`config.mk`:
```
export PLATFORM = sky130hd
export DESIGN_NAME = reg_file_mp
export DESIGN_NICKNAME = d
export VERILOG_FILES = /design/src/rtl/reg_file_pkg.sv /design/src/rtl/rf_scoreboard.sv /design/src/rtl/reg_file_mp.sv
export SDC_FILE = /design/constraint.sdc
export NUM_CORES = 2
export LEC_CHECK = 0
export CAP_MARGIN = 20
export CORE_ASPECT_RATIO = 1.1
export CORE_MARGIN = 1
export CORE_UTILIZATION = 57
export CTS_CLUSTER_SIZE = 24
export DETAILED_ROUTE_END_ITERATION = 7
export MAX_ROUTING_LAYER = met4
export PLACE_DENSITY_LB_ADDON = 0.15
export SYNTH_ARGS = -nofsm -noshare
export SYNTH_HDL_FRONTEND = slang
export SYNTH_SLANG_ARGS = --single-unit
```
`constraint.sdc`:
```
create_clock -name clk -period 3 [get_ports clk]
set_input_delay 0.3 -clock clk [delete_from_list [all_inputs] [get_ports clk]]
set_output_delay 0.3 -clock clk [all_outputs]
set_load 0.1 [all_outputs]
```
`src/rtl/reg_file_pkg.sv`:
```
// Shared defaults for the multi-port register file with pending-write scoreboard.
package reg_file_pkg;

  localparam int unsigned DefDataW = 32;
  localparam int unsigned DefAddrW = 5;
  localparam int unsigned DefNumRd = 2;

endpackage

```
`src/rtl/rf_scoreboard.sv`:
```
// Pending-destination scoreboard: one pend bit per entry plus a registered population count.
module rf_scoreboard
  import reg_file_pkg::*;
#(
  parameter int unsigned ADDR_W = DefAddrW
) (
  input  logic                    clk,
  input  logic                    rst,
  input  logic                    set_en_i,
  input  logic [ADDR_W-1:0]       set_addr_i,
  input  logic                    clr_en_i,
  input  logic [ADDR_W-1:0]       clr_addr_i,
  output logic [(2**ADDR_W)-1:0]  pend_o,
  output logic [ADDR_W:0]         cnt_o
);

  localparam int unsigned Depth = 2**ADDR_W;
  localparam logic [ADDR_W:0] CntOne = {{ADDR_W{1'b0}}, 1'b1};

  logic [Depth-1:0] pend_d, pend_q;
  logic [ADDR_W:0]  cnt_d, cnt_q;
  logic             inc, dec;

  // Set is applied after clear so a same-address reserve wins over a write.
  always_comb begin
    pend_d = pend_q;
    if (clr_en_i) pend_d[clr_addr_i] = 1'b0;
    if (set_en_i) pend_d[set_addr_i] = 1'b1;
  end

  assign inc = set_en_i && !pend_q[set_addr_i];
  assign dec = clr_en_i && pend_q[clr_addr_i] && !(set_en_i && (set_addr_i == clr_addr_i));

  always_comb begin
    cnt_d = cnt_q;
    if (inc && !dec)      cnt_d = cnt_q + CntOne;
    else if (dec && !inc) cnt_d = cnt_q - CntOne;
  end

  always_ff @(posedge clk or negedge rst) begin
    if (!rst) begin
      pend_q <= '0;
      cnt_q  <= '0;
    end else begin
      pend_q <= pend_d;
      cnt_q  <= cnt_d;
    end
  end

  assign pend_o = pend_q;
  assign cnt_o  = cnt_q;

endmodule

```
`src/rtl/reg_file_mp.sv`:
```
// Multi-read-port register file with write-through bypass and a pending-write scoreboard.
module reg_file_mp
  import reg_file_pkg::*;
#(
  parameter int unsigned DATA_W   = DefDataW,
  parameter int unsigned ADDR_W   = DefAddrW,
  parameter int unsigned NUM_RD   = DefNumRd,
  parameter bit          ZERO_REG = 1'b1
) (
  input  logic                       clk,
  input  logic                       rst,
  input  logic [NUM_RD*ADDR_W-1:0]   rd_addr,
  output logic [NUM_RD*DATA_W-1:0]   rd_data,
  output logic [NUM_RD-1:0]          rd_pend,
  input  logic                       wr_en,
  input  logic [ADDR_W-1:0]          wr_addr,
  input  logic [DATA_W-1:0]          wr_data,
  input  logic                       rsv_en,
  input  logic [ADDR_W-1:0]          rsv_addr,
  output logic [ADDR_W:0]            pend_cnt,
  output logic                       wr_orphan
);

  localparam int unsigned Depth = 2**ADDR_W;

  logic [DATA_W-1:0] mem_q [Depth];
  logic [Depth-1:0]  pend;
  logic              wr_live, rsv_live;
  logic              orphan_d, orphan_q;

  // Strobes to a zero-forced entry are dropped here so neither storage nor scoreboard sees them.
  assign wr_live  = wr_en  && !(ZERO_REG && (wr_addr == '0));
  assign rsv_live = rsv_en && !(ZERO_REG && (rsv_addr == '0));

  always_ff @(posedge clk or negedge rst) begin
    if (!rst) begin
      for (int i = 0; i < Depth; i++) mem_q[i] <= '0;
    end else if (wr_live) begin
      mem_q[wr_addr] <= wr_data;
    end
  end

  rf_scoreboard #(
    .ADDR_W (ADDR_W)
  ) u_scoreboard (
    .clk        (clk),
    .rst        (rst),
    .set_en_i   (rsv_live),
    .set_addr_i (rsv_addr),
    .clr_en_i   (wr_live),
    .clr_addr_i (wr_addr),
    .pend_o     (pend),
    .cnt_o      (pend_cnt)
  );

  assign orphan_d = wr_live && !pend[wr_addr] && !(rsv_live && (rsv_addr == wr_addr));

  always_ff @(posedge clk or negedge rst) begin
    if (!rst) orphan_q <= 1'b0;
    else      orphan_q <= orphan_d;
  end

  assign wr_orphan = orphan_q;

  for (genvar i = 0; i < NUM_RD; i++) begin : g_rd
    logic [ADDR_W-1:0] addr;
    logic              zero, hit;

    assign addr = rd_addr[i*ADDR_W +: ADDR_W];
    assign zero = ZERO_REG && (addr == '0);
    // wr_live already excludes zero-forced writes, so hit never fires on a forced entry.
    assign hit  = wr_live && (wr_addr == addr);

    assign rd_data[i*DATA_W +: DATA_W] = zero ? '0 : (hit ? wr_data : mem_q[addr]);
    assign rd_pend[i] = pend[addr] && !hit;
  end

endmodule

```
Word-level counts from Yosys, hierarchy flattened
Index checks and enable logic that the tools add are counted.
{"block": "totals", "reg_bits": 1063, "wordCells": 116, "in_bits": 56, "output_inout_bits": 73}
{"block": "op_classes", "add_sub_neg": 2, "reduce_logical": 31, "n_lt_le_gt_ge": 10, "mux": 29, "n_bitwise": 6, "eq_ne": 3}
{"operator": "$bwmux W1024", "count": 1}
{"operator": "$mux W32", "count": 11}
{"operator": "$bmux W32 S5", "count": 2}
{"operator": "$demux W32 S5", "count": 1}
{"operator": "$and A32 B32 Y32", "count": 1}
{"operator": "$not A32 Y32", "count": 1}
{"operator": "$or A32 B32 Y32", "count": 1}
{"operator": "$lt A5 B6 Y1 const B", "count": 4}
{"operator": "$bmux W1 S5", "count": 4}
{"operator": "$logic_not A5 Y1", "count": 4}
{"operator": "$ge A6 B6 Y1 const B", "count": 3}
{"operator": "$not A5 Y6", "count": 3}
{"operator": "$logic_and A1 B1 Y1", "count": 17}
{"operator": "$eq A5 B5 Y1", "count": 3}
{"operator": "$mux W6", "count": 2}
{"operator": "$demux W1 S5", "count": 2}
{"operator": "$ge A5 B1 Y1 const B", "count": 2}
{"operator": "$logic_not A1 Y1", "count": 9}
{"operator": "$add A6 B1 Y6 const B", "count": 1}
{"operator": "$lt A6 B1 Y1 const B", "count": 1}
{"operator": "$mux W1", "count": 6}
{"operator": "$sub A6 B1 Y6 const B", "count": 1}
{"operator": "$reduce_bool A2 Y1", "count": 1}

Longest topological paths before layout
{"block": "logic_depth", "word_depth": 9, "mapped_depth": 15, "ltp_nobuf": 13}

By module
Synthesis repeated with hierarchy kept, for this count alone.
{"block": "unflattened", "cells_unflattened": 4242, "area_unflattened_um2": 58848.9}
{"module": "reg_file_mp", "area_per_inst_um2": 56446.6, "cells_per_inst": 4009, "instances": 1, "seq_area_each_um2": 25649.6}
{"module": "rf_scoreboard", "area_per_inst_um2": 2402.3, "cells_per_inst": 233, "instances": 1, "seq_area_each_um2": 950.9}

Least setup slack after synthesis
OpenSTA, ideal clock, no wires.
{"block": "synth_path", "path_kind": "input port to output port", "from": "in wr_addr[0]", "to": "out rd_data[51]", "slack_ns": -1.214, "n_path_buf": 3, "arrival_time_ns": 3.914, "path_stages": 8, "required_ns": 2.700, "cell_sequence": "buf_2 xor2_1 a211oi_1 and2_1 clkbuf_1 clkbuf_1 nor4_1 a211oi_1"}
{"block": "synth_between", "elab_chain_len": 6, "word_cells_on_any_way": 7, "cone_classes": "1 x eq/ne; 2 x mux; 4 x reduce/logical"}
{"element": "start: declaration", "line": "reg_file_mp.sv:16", "rtl": "input logic [ADDR_W-1:0] wr_addr,"}
{"element": "$logic_not A5 Y1", "line": "reg_file_mp.sv:32", "rtl": "assign wr_live = wr_en && !(ZERO_REG && (wr_addr == '0));"}
{"element": "$logic_not A1 Y1", "line": "reg_file_mp.sv:32"}
{"element": "$logic_and A1 B1 Y1", "line": "reg_file_mp.sv:32"}
{"element": "$logic_and A1 B1 Y1 *", "line": "reg_file_mp.sv:72", "rtl": "assign hit = wr_live && (wr_addr == addr);"}
{"element": "$mux W32 * (2 in a row)", "line": "reg_file_mp.sv:74", "rtl": "assign rd_data[i*DATA_W +: DATA_W] = zero ? '0 : (hit ? wr_data : mem_q[addr]);"}
{"element": "end: declaration", "line": "reg_file_mp.sv:13", "rtl": "output logic [NUM_RD*DATA_W-1:0] rd_data,"}
Every way passes the cells marked *; elsewhere a longest branch is shown, timed or not.

Final worst setup path
{"block": "layout_path", "from": "reg mem_q[459] in the netlist's numbering", "to": "out rd_data[11]"}
{"block": "layout_between", "elab_chain_len": 5}
{"element": "start: declaration", "line": "reg_file_mp.sv:26", "rtl": "logic [DATA_W-1:0] mem_q [Depth];"}
{"element": "start signal: indexed assignment", "line": "reg_file_mp.sv:39", "rtl": "mem_q[wr_addr] <= wr_data;"}
{"element": "$bmux W32 S5", "line": "reg_file_mp.sv:74"}
{"element": "$mux W32 (not written as such) (2 in a row)", "line": "reg_file_mp.sv:74"}
{"element": "$mux W32 (2 in a row)", "line": "reg_file_mp.sv:74"}
Every way passes these cells. The select of a mux whose other input is x is not followed.

==> impl_results.md <==
- Initial antenna violation count: 1
- Crit path time final: 3.12 ns
- XOR/XNOR Fraction of Synth Area: 0.304%
- DR pass1 iterations: 8
- Final hold vios: 0
- CP Class: register to output pin
- Period utilization: 104%
- Worst EP required: 2.70 ns
- Rows: 122
- Total power: 46.4 mW
- CTS clk-pin slew, worst paths: 0.07 ns
- RSZ-0062 raised after global routing: true
- Vias per cell: 7.22
- Leading area contributor after synthesis: dfrtp_1
- Gpl congestion: 0.933
- Total core area: 100000 sq um
- Clock Tree Buf Depth: 3
- Area share of the largest cell type after synthesis: 46.1%
- Synth warnings: 0
- FF+latch count, synth: 1063
- Reg2reg path depth: 11
- IO Port Bufs: 128
- Max Fanout on Critical Path: 3
- CTS Buf Count: 110
- Hpwl dp: 125000 um
- Via Count: 40500
- Avg Inst Size Synth: 14.7 sq um
- Worst Hold Class: primary input to async pin
- Setup Skew: 0.0196 ns
- Final WS setup: -0.121 ns
- Compound-Gate Fraction of Synth Area: 5.32%
- Routed Antenna Nets: 0
- Die W: 305 um
- Leakage: 30.1 nW
- Grt total ovfl: 0
- Root buffer cell: clkbuf_16
- Slew headroom: 44.1%
- Total wire length: 198000 um
- Gate Count Post-Synth: 3928
- Max Cap Viol: 0
- CTS tree: built
- Mapped cell area: 57700 sq um
- Data arrival, critical path: 2.82 ns
- Worst Max-Slew Pin Slew: 0.836 ns
- Adder-cell share of the synthesized area: 0.143%
- Post-route DRC: 1
- First-pass GRT wire length: 294000 um
- R2R setup slack: -0.05 ns
- Number of distinct library cells after synthesis: 57
- Area growth syn-to-layout: 19.6%
- Drt first-iter violations: 4348
- Die Y: 336 um
- Top FF cell, synth: dfrtp_1
- Most frequent cells after synthesis: dfrtp_1 (1063), mux2_2 (1008), mux4_2 (510)
- Vias in the first global route: 42900
- Seq. cell area: 26600 sq um
- Area of the multi-input gates: 29500 sq um
- Top cells by area, synth: dfrtp_1 (46%), mux4_2 (20%), mux2_2 (20%)
- Fill cells: 6778
- Final nets: 4273
- Main combinational cell family by area after synthesis: multiplexers
- Initial Util: 57.4%
- Mean routed wirelength per cell: 35.3 um
- Largest net degree at the start of global routing: 92
- Status: finished, violations left
- Pwr dens: 672 nW/um^2
- Post-synthesis net count: 3990
- Critical Path Source Type: register
- Most common cell in the synthesized netlist: dfrtp_1
- Proportion of synthesized area in mux cells: 42.2%
- I/O pin count: 129
- Hold slack: 0.243 ns
- H-Tree Depth: 3
- Area share of and/or/nand/nor cells after synthesis: 2.22%
- Post-synth EDFFs: 0
- Failing checks: design-rule violations, negative setup slack
- Fmax: 320 MHz
- Layout cell share with drive strength beyond 1: 55.5%
- GR Util All Layers: 40.7%
- Slew Viols, Final: 0
- Clk Latency, worst-skew pair: 0.70 ns
- CTS Sinks: 1063
- Final setup vio count: 13
- Max VDD drop: 477 uV
- Proportion of synthesized chip area in sequential cells: 46.1%
- Fraction of registers with async set/reset: 100%
- Die ar.: 102000 sq um
- Worst Setup End Kind: output pin
==> state kept, by name, summed over array words and instances (netlist names) <==
name,flops
mem_q,1024
u_scoreboard.cnt_o,6
u_scoreboard.pend_o,32
wr_orphan,1
==> layer usage <==
metal	vias to the layer above	routed length [um]	global-route usage [%]
met2	2439	92300	61.8
met3	778	20400	8.86
met5	-	0	-
li1	15800	-	-
met4	0	13700	23.6
met1	21500	71700	50.7
==> critical path, stage by stage (launching register included) <==
cell     delay (ns)
dfrtp_1        0.40
mux4_2         0.48
mux4_2         0.57
nor2b_4        0.16
a221o_1        0.30
buf_12         0.18
==> final cells by class <==
type / instances / area share, %
Multi-Input combinational cell: 2402 / 42.8
Clock buffer: 158 / 4.58
Sequential cell: 1063 / 38.6
Antenna cell: 4 / 0.0145
Inverter: 17 / 0.0998
Timing Repair Buffer: 617 / 10.6
Clock inverter: 47 / 0.916
Tap cell: 1302 / 2.36
==> power by group <==
part | switching (mW) | internal, mW | total, mW | leakage [nW]
clock network | 5.96 | 8.51 | 14.5 | 1.87
registers | 2.09 | 17.1 | 19.2 | 13.6
logic | 5.92 | 6.76 | 12.7 | 14.6
==> cells in the final DEF, fill, tap and decap left out, drive strengths merged, types with 5 or more instances in the layout <==
cell type	n
a221oi	43
xor2	8
clkdlybuf4s50	41
o221ai	28
buf	570
nand2b	6
inv	18
and3	5
a31oi	12
ha	5
bufinv	14
and2	7
a22o	19
o22ai	21
or3	5
nand3b	5
a22oi	46
nor3b	8
nor2	37
a211o	6
a221o	39
nand3	21
xnor2	12
a21oi	68
a32o	19
a211oi	7
o21ai	98
dfrtp	1063
or2	6
clkbuf	158
mux2	1008
mux4	510
nor3	6
nand2	138
o211ai	6
clkinv	28
nor2b	25
mux2i	152
==> metrics by stage <==
stage          cell area [sq um]  instances  setup WS, ns  setup TNS, ns  util, %
3_5_place_dp               64200       5331        -0.686         -12.78     63.9
2_1_floorplan              57800       3928        -0.245         -0.969        -
5_1_grt                    69000       5607        -0.151          -1.44     68.7
3_3_place_gp               64200       5331        -0.625          -8.24     63.9
4_1_cts                    68700       5590        -0.130          -1.11     68.4
6_report                   69000       5610        -0.121         -0.684     68.7
==> logic make-up after synthesis <==
group                    after synthesis
XOR/XNOR                              20
multiplexers                        1670
adder cells (fa/ha/maj)                6
buffers and inverters                463
AO/OA/AOI/OAI                        430
AND/OR/NAND/NOR                      276
flip-flops                          1063
==> repair_timing <==
| action | CTS | global route |
|---|---|---|
| endpoints found under the hold margin | 44 | 0 |
| setup buffers | 52 | 18 |
| pin swaps | 25 | 20 |
| hold buffers | 1 | 0 |
| gates resized for setup | 49 | 33 |
| cloned | 4 | 0 |
| endpoints found under the setup margin | 47 | 44 |
==> path summary, 6_finish.rpt <==
kind                                         end               startpoint
setup / recovery                     rd_data[11]               mem_q[459]
hold / removal                        mem_q[153]                      rst
setup reg to reg           u_scoreboard.cnt_o[5]  u_scoreboard.pend_o[30]
hold reg to reg                      mem_q[1021]              mem_q[1021]
max in group asynchronous             mem_q[162]                      rst
min in group clk                     mem_q[1021]              mem_q[1021]
No activity file was read; power rests on OpenSTA's default activity.
